`src/rtl/table_fsm_if.sv`:
```
// table_fsm_if: run/programming/status bundle for the table-driven state machine.
interface table_fsm_if #(parameter int S_W = 3, parameter int I_W = 1, parameter int O_W = 3);
  logic en;
  logic [I_W-1:0] a;
  logic prog_we;
  logic [S_W+I_W-1:0] prog_addr;
  logic [S_W+O_W-1:0] prog_data;
  logic [S_W+O_W-1:0] prog_rdata;
  logic [S_W-1:0] state;
  logic [O_W-1:0] saida;
  logic err;
  modport master (output en, a, prog_we, prog_addr, prog_data, input prog_rdata, state, saida, err);
  modport slave (input en, a, prog_we, prog_addr, prog_data, output prog_rdata, state, saida, err);
endinterface

```
`src/rtl/table_fsm.sv`:
```
// table_fsm: RAM-programmable state machine indexed by {state, input} with illegal-state trap.
module table_fsm #(
  parameter int S_W = 3,
  parameter int I_W = 1,
  parameter int O_W = 3,
  parameter int NUM_STATES = 5,
  parameter int RESET_STATE = 0,
  parameter int RESET_OUT = 2,
  parameter int LEGACY_INIT = 1
) (
  input logic clk,
  input logic reset,
  table_fsm_if.slave io
);
  localparam int AW = S_W + I_W;
  localparam int DW = S_W + O_W;
  localparam int DEPTH = 2 ** AW;
  localparam logic [7:0] LEGACY [16] = '{
    8'h0E, 8'h0E, 8'h15, 8'h23, 8'h1C, 8'h1C, 8'h02, 8'h0E,
    8'h15, 8'h15, 8'h00, 8'h00, 8'h00, 8'h00, 8'h00, 8'h00
  };
  logic [DW-1:0] tbl [DEPTH];
  logic [DW-1:0] e;
  logic [S_W-1:0] nxt_state;
  logic [O_W-1:0] nxt_saida;
  logic nxt_err;
  logic legal;
  // Entries live outside reset so programmed contents survive it.
  for (genvar g = 0; g < DEPTH; g++) begin : g_ent
    logic [DW-1:0] ent = (LEGACY_INIT != 0 && g < 16) ? DW'(LEGACY[g % 16]) : '0;
    always_ff @(posedge clk)
      if (!reset && io.prog_we && io.prog_addr == AW'(g)) ent <= io.prog_data;
    assign tbl[g] = ent;
  end
  always_comb begin
    e = tbl[{io.state, io.a}];
    legal = 32'(e[DW-1:O_W]) < NUM_STATES;
    nxt_state = io.en ? (legal ? e[DW-1:O_W] : S_W'(RESET_STATE)) : io.state;
    nxt_saida = io.en ? (legal ? e[O_W-1:0] : O_W'(RESET_OUT)) : io.saida;
    nxt_err = io.err | (io.en & ~legal);
  end
  always_ff @(posedge clk) begin
    if (reset) begin
      io.state <= S_W'(RESET_STATE);
      io.saida <= O_W'(RESET_OUT);
      io.err <= 1'b0;
      io.prog_rdata <= '0;
    end else begin
      io.state <= nxt_state;
      io.saida <= nxt_saida;
      io.err <= nxt_err;
      io.prog_rdata <= tbl[io.prog_addr];
    end
  end
endmodule
```
`src/flat_wrapper.sv`:
```
// flat-port wrapper written by rule: the top's interface ports become plain ports
module table_fsm_flat 
#(
  parameter int S_W = 3,
  parameter int I_W = 1,
  parameter int O_W = 3,
  parameter int NUM_STATES = 5,
  parameter int RESET_STATE = 0,
  parameter int RESET_OUT = 2,
  parameter int LEGACY_INIT = 1
)
  (clk, reset, io_en, io_a, io_prog_we, io_prog_addr, io_prog_data, io_prog_rdata, io_state, io_saida, io_err);
  table_fsm_if #(.S_W(S_W), .I_W(I_W), .O_W(O_W)) io_i ();
  input logic clk;
  input logic reset;
  input wire logic [$bits(io_i.en)-1:0] io_en;
  input wire logic [$bits(io_i.a)-1:0] io_a;
  input wire logic [$bits(io_i.prog_we)-1:0] io_prog_we;
  input wire logic [$bits(io_i.prog_addr)-1:0] io_prog_addr;
  input wire logic [$bits(io_i.prog_data)-1:0] io_prog_data;
  output wire logic [$bits(io_i.prog_rdata)-1:0] io_prog_rdata;
  output wire logic [$bits(io_i.state)-1:0] io_state;
  output wire logic [$bits(io_i.saida)-1:0] io_saida;
  output wire logic [$bits(io_i.err)-1:0] io_err;
  assign io_i.en = io_en;
  assign io_i.a = io_a;
  assign io_i.prog_we = io_prog_we;
  assign io_i.prog_addr = io_prog_addr;
  assign io_i.prog_data = io_prog_data;
  assign io_prog_rdata = io_i.prog_rdata;
  assign io_state = io_i.state;
  assign io_saida = io_i.saida;
  assign io_err = io_i.err;
  table_fsm #(.S_W(S_W), .I_W(I_W), .O_W(O_W), .NUM_STATES(NUM_STATES), .RESET_STATE(RESET_STATE), .RESET_OUT(RESET_OUT), .LEGACY_INIT(LEGACY_INIT)) u_core (.clk(clk), .reset(reset), .io(io_i));
endmodule
```
`config.mk`:
```
export PLATFORM = sky130hd
export DESIGN_NAME = table_fsm_flat
export DESIGN_NICKNAME = d
export VERILOG_FILES = /design/src/rtl/table_fsm_if.sv /design/src/rtl/table_fsm.sv /design/src/flat_wrapper.sv
export SDC_FILE = /design/constraint.sdc
export NUM_CORES = 1
export LEC_CHECK = 0
export CELL_PAD_IN_SITES_DETAIL_PLACEMENT = 1
export CELL_PAD_IN_SITES_GLOBAL_PLACEMENT = 1
export CORE_AREA = 8 8 126 105
export DETAILED_ROUTE_END_ITERATION = 6
export DIE_AREA = 0 0 134 113
export GPL_ROUTABILITY_DRIVEN = 0
export HOLD_SLACK_MARGIN = 0.06
export PLACE_DENSITY = 0.7
export SLEW_MARGIN = 0
export SYNTH_ARGS = -nofsm -noshare
export SYNTH_HDL_FRONTEND = slang
export SYNTH_SLANG_ARGS = --single-unit
```
`constraint.sdc`:
```
create_clock -name clk -period 2.2 [get_ports clk]
set_input_delay 0.22 -clock clk [delete_from_list [all_inputs] [get_ports clk]]
set_output_delay 0.22 -clock clk [all_outputs]
set_load 0.05 [all_outputs]
```
==> results of run 1 <==
## routing by layer
metal | track usage | part of all wire | vias to the layer above
met5 | 0 | 0 | -
met4 | 0.0508 | 0.0078 | 0
met3 | 0.0438 | 0.073 | 6
met2 | 0.249 | 0.50 | 86
met1 | 0.214 | 0.42 | 1361
li1 | - | - | 1157
## worst max path at each step
stage / from / endpoint / cells past startpoint
after floorplan: u_core.io.state[0] / u_core.io.saida[1] / 4
after global placement: io_a / u_core.io.saida[1] / 7
after detailed placement: io_a / u_core.io.saida[1] / 7
after CTS: u_core.io.state[1] / io_state[1] / 2
after global routing: u_core.io.state[1] / io_state[1] / 2
final: u_core.io.state[1] / io_state[1] / 2
## through the flow
stage | instances | area (µm²) | utilization | setup slack, ns
3_3_place_gp | 439 | 5560 | 0.498 | 0.110
2_1_floorplan | 250 | 4890 | - | 0.00685
3_5_place_dp | 439 | 5560 | 0.498 | 0.0340
6_report | 455 | 5880 | 0.526 | 0.0746
4_1_cts | 455 | 5870 | 0.526 | 0.0552
5_1_grt | 455 | 5880 | 0.526 | 0.00805
## worst max-delay path, cell delays in order (launching register included)
cell and delay [ns]:
dfxtp_2 0.58, buf_4 0.19, clkdlybuf4s50_1 0.79
## cell type report
type                       count  area (µm²)  share of cell area
multi-input combinational    120        1640               0.280
timing repair buffer          59         576              0.0980
inverter                       3        11.3             0.00192
sequential                   109        3140               0.535
tap                          148         185              0.0315
clock inverter                 6        87.6              0.0149
clock buffer                  10         229              0.0390
## power breakdown
part           internal (µW)  leakage (µW)  switching [µW]
registers               2290      0.000973            26.2
logic                    227      0.000778             251
clock network           1000      0.000157             708
## sequential cells by signal (all words and copies together) (netlist names)
name                  count
u_core.g_ent.ent         96
u_core.io.prog_rdata      6
u_core.io.saida           3
u_core.io.state           3
u_core.io.err             1
## logic make-up (layout without fill, tap and decap cells)
kind of cell	after synthesis	count (layout)	synth area share
AND/OR/NAND/NOR	50	50	0.0509
buffers and inverters	21	78	0.0217
multiplexers	60	60	0.269
flip-flops	109	109	0.642
AO/OA/AOI/OAI	10	10	0.0161
## synth_stat cells, types with 2 or more instances
master | n | area, µm²
and2_1 | 6 | 37.5
or3_1 | 2 | 12.5
clkbuf_1 | 9 | 33.8
nor3_1 | 4 | 20.0
nor2_1 | 14 | 52.6
a21oi_1 | 2 | 10.0
dfxtp_1 | 13 | 260
nand3_1 | 6 | 30.0
nand2_1 | 8 | 30.0
inv_1 | 3 | 11.3
edfxtp_1 | 96 | 2880
o32ai_1 | 2 | 17.5
mux2i_1 | 2 | 20.0
nor2b_1 | 3 | 18.8
buf_2 | 4 | 20.0
nand2b_1 | 4 | 25.0
mux4_2 | 57 | 1280
buf_1 | 2 | 7.51
a22oi_1 | 2 | 15.0
==> flow_summary.toml, run 1 <==
[finish]
drive_above_1_share = 0.355
layout_common_cells = "edfxtp_1, mux4_2, buf_4"
antenna_cells = 0
final_common_cell = "edfxtp_1"
nNetsFinal = 317
fillers = 1026
syn_to_final_growth_pct = 20.1

[sta]
fmax_mhz = 471
finalCriticalPeriod_ns = 2.13
hold_viol_final = 0
timing.hold.ws_ns = 0.476
drv_slew = 0
worst_pin_slew_ns = 0.554
finalSetupTns_ns = 0
setup_viol = 0
skew_ns = 0.00934
rsz0062_at_grt = "no"
post-route-period-util = 0.966
worst_slew_margin_rel = 0.629

[pwr]
leakage_uw = 0.00191
power.density_nw_per_um2 = 766
vdd_drop_max_mv = 0.417
fin_total_pwr_uw = 4500

[worst_hold_path]
holdPathStages = 2
hold_class = "flip-flop to flip-flop"
min_to = "u_core.io.saida[2]"
min_from = "u_core.io.saida[2]"

[synthesis]
seq_area_frac_synth = 0.642
ys_warn_count = 0
synth_edf_count = 96
syn_area_per_cell_um2 = 19.6
synthesis.nets = 265
syn_area_um2 = 4890
async_flop_share = 0
ys_types = 30
syn_inst = 250
synthFlopType = "edfxtp_1"
ys_ff_latch = 109

[detailed_routing]
via_count = 2610
drc_errors = 0
via_per_inst = 5.74
detail_route.wl_per_cell_um = 25.1
ant_nets = 0
dr.pass1.iters = 4
wirelength_um = 11400
drt-initial-drc-count = 304

[clock_network]
postCtsSetupRepairBufs = 0
clockBufferDepth = 2
cts_made_buffers = 9
insertion_delay_ns = 0.35
cts_sinks = 109
cts_resized = 0
holdBufCountCts = 0
cts_max_level = 3
clock-root-buffer = "clkbuf_16"
clk_pin_slew_ns = 0.07
cts_tree = "done"

[global_routing]
track_usage = 0.160
antenna_found_initial = 0
grt_overflow_total = 0
first_global_vias = 2848
grt_pass1_wl_um = 17600
grt_max_degree = 29

[setup_path]
r2r_start = "u_core.io.state[1]"
critPathLaunchType = "flip-flop"
rrSetupSlack_ns = 0.15
ff2ff_path_depth = 5
endpoint_kind = "primary output"
crit_fanout = 14
required_ns = 1.98
arrival_ns = 1.91
crit_type = "flip-flop to primary output"
rr_endpoint = "u_core.io.saida[1]"

[floorplan]
die_area_um2 = 15100
rows = 35
pin_count = 28
die_x_um = 134
die_h_um = 113
initial_utilization = 0.438
coreArea_um2 = 11200

[placement]
io_buffers = 27
dp_hpwl_um = 8120

[job]
drv_cap = 0

[run_status]
status = "completed"
Note: power is estimated with default switching activity, not from simulation.
==> run 2: changes to the inputs <==
Settings changed: ABC_CLOCK_PERIOD_IN_PS set to 2200.
==> results of run 2 <==
Same layout as run 1: the final DEF is identical, and so are final timing and power.
==> run 3: changes to the inputs <==
Settings changed: TNS_END_PERCENT set to 30.
==> results of run 3 <==
Same layout as run 1: the final DEF is identical, and so are final timing and power.
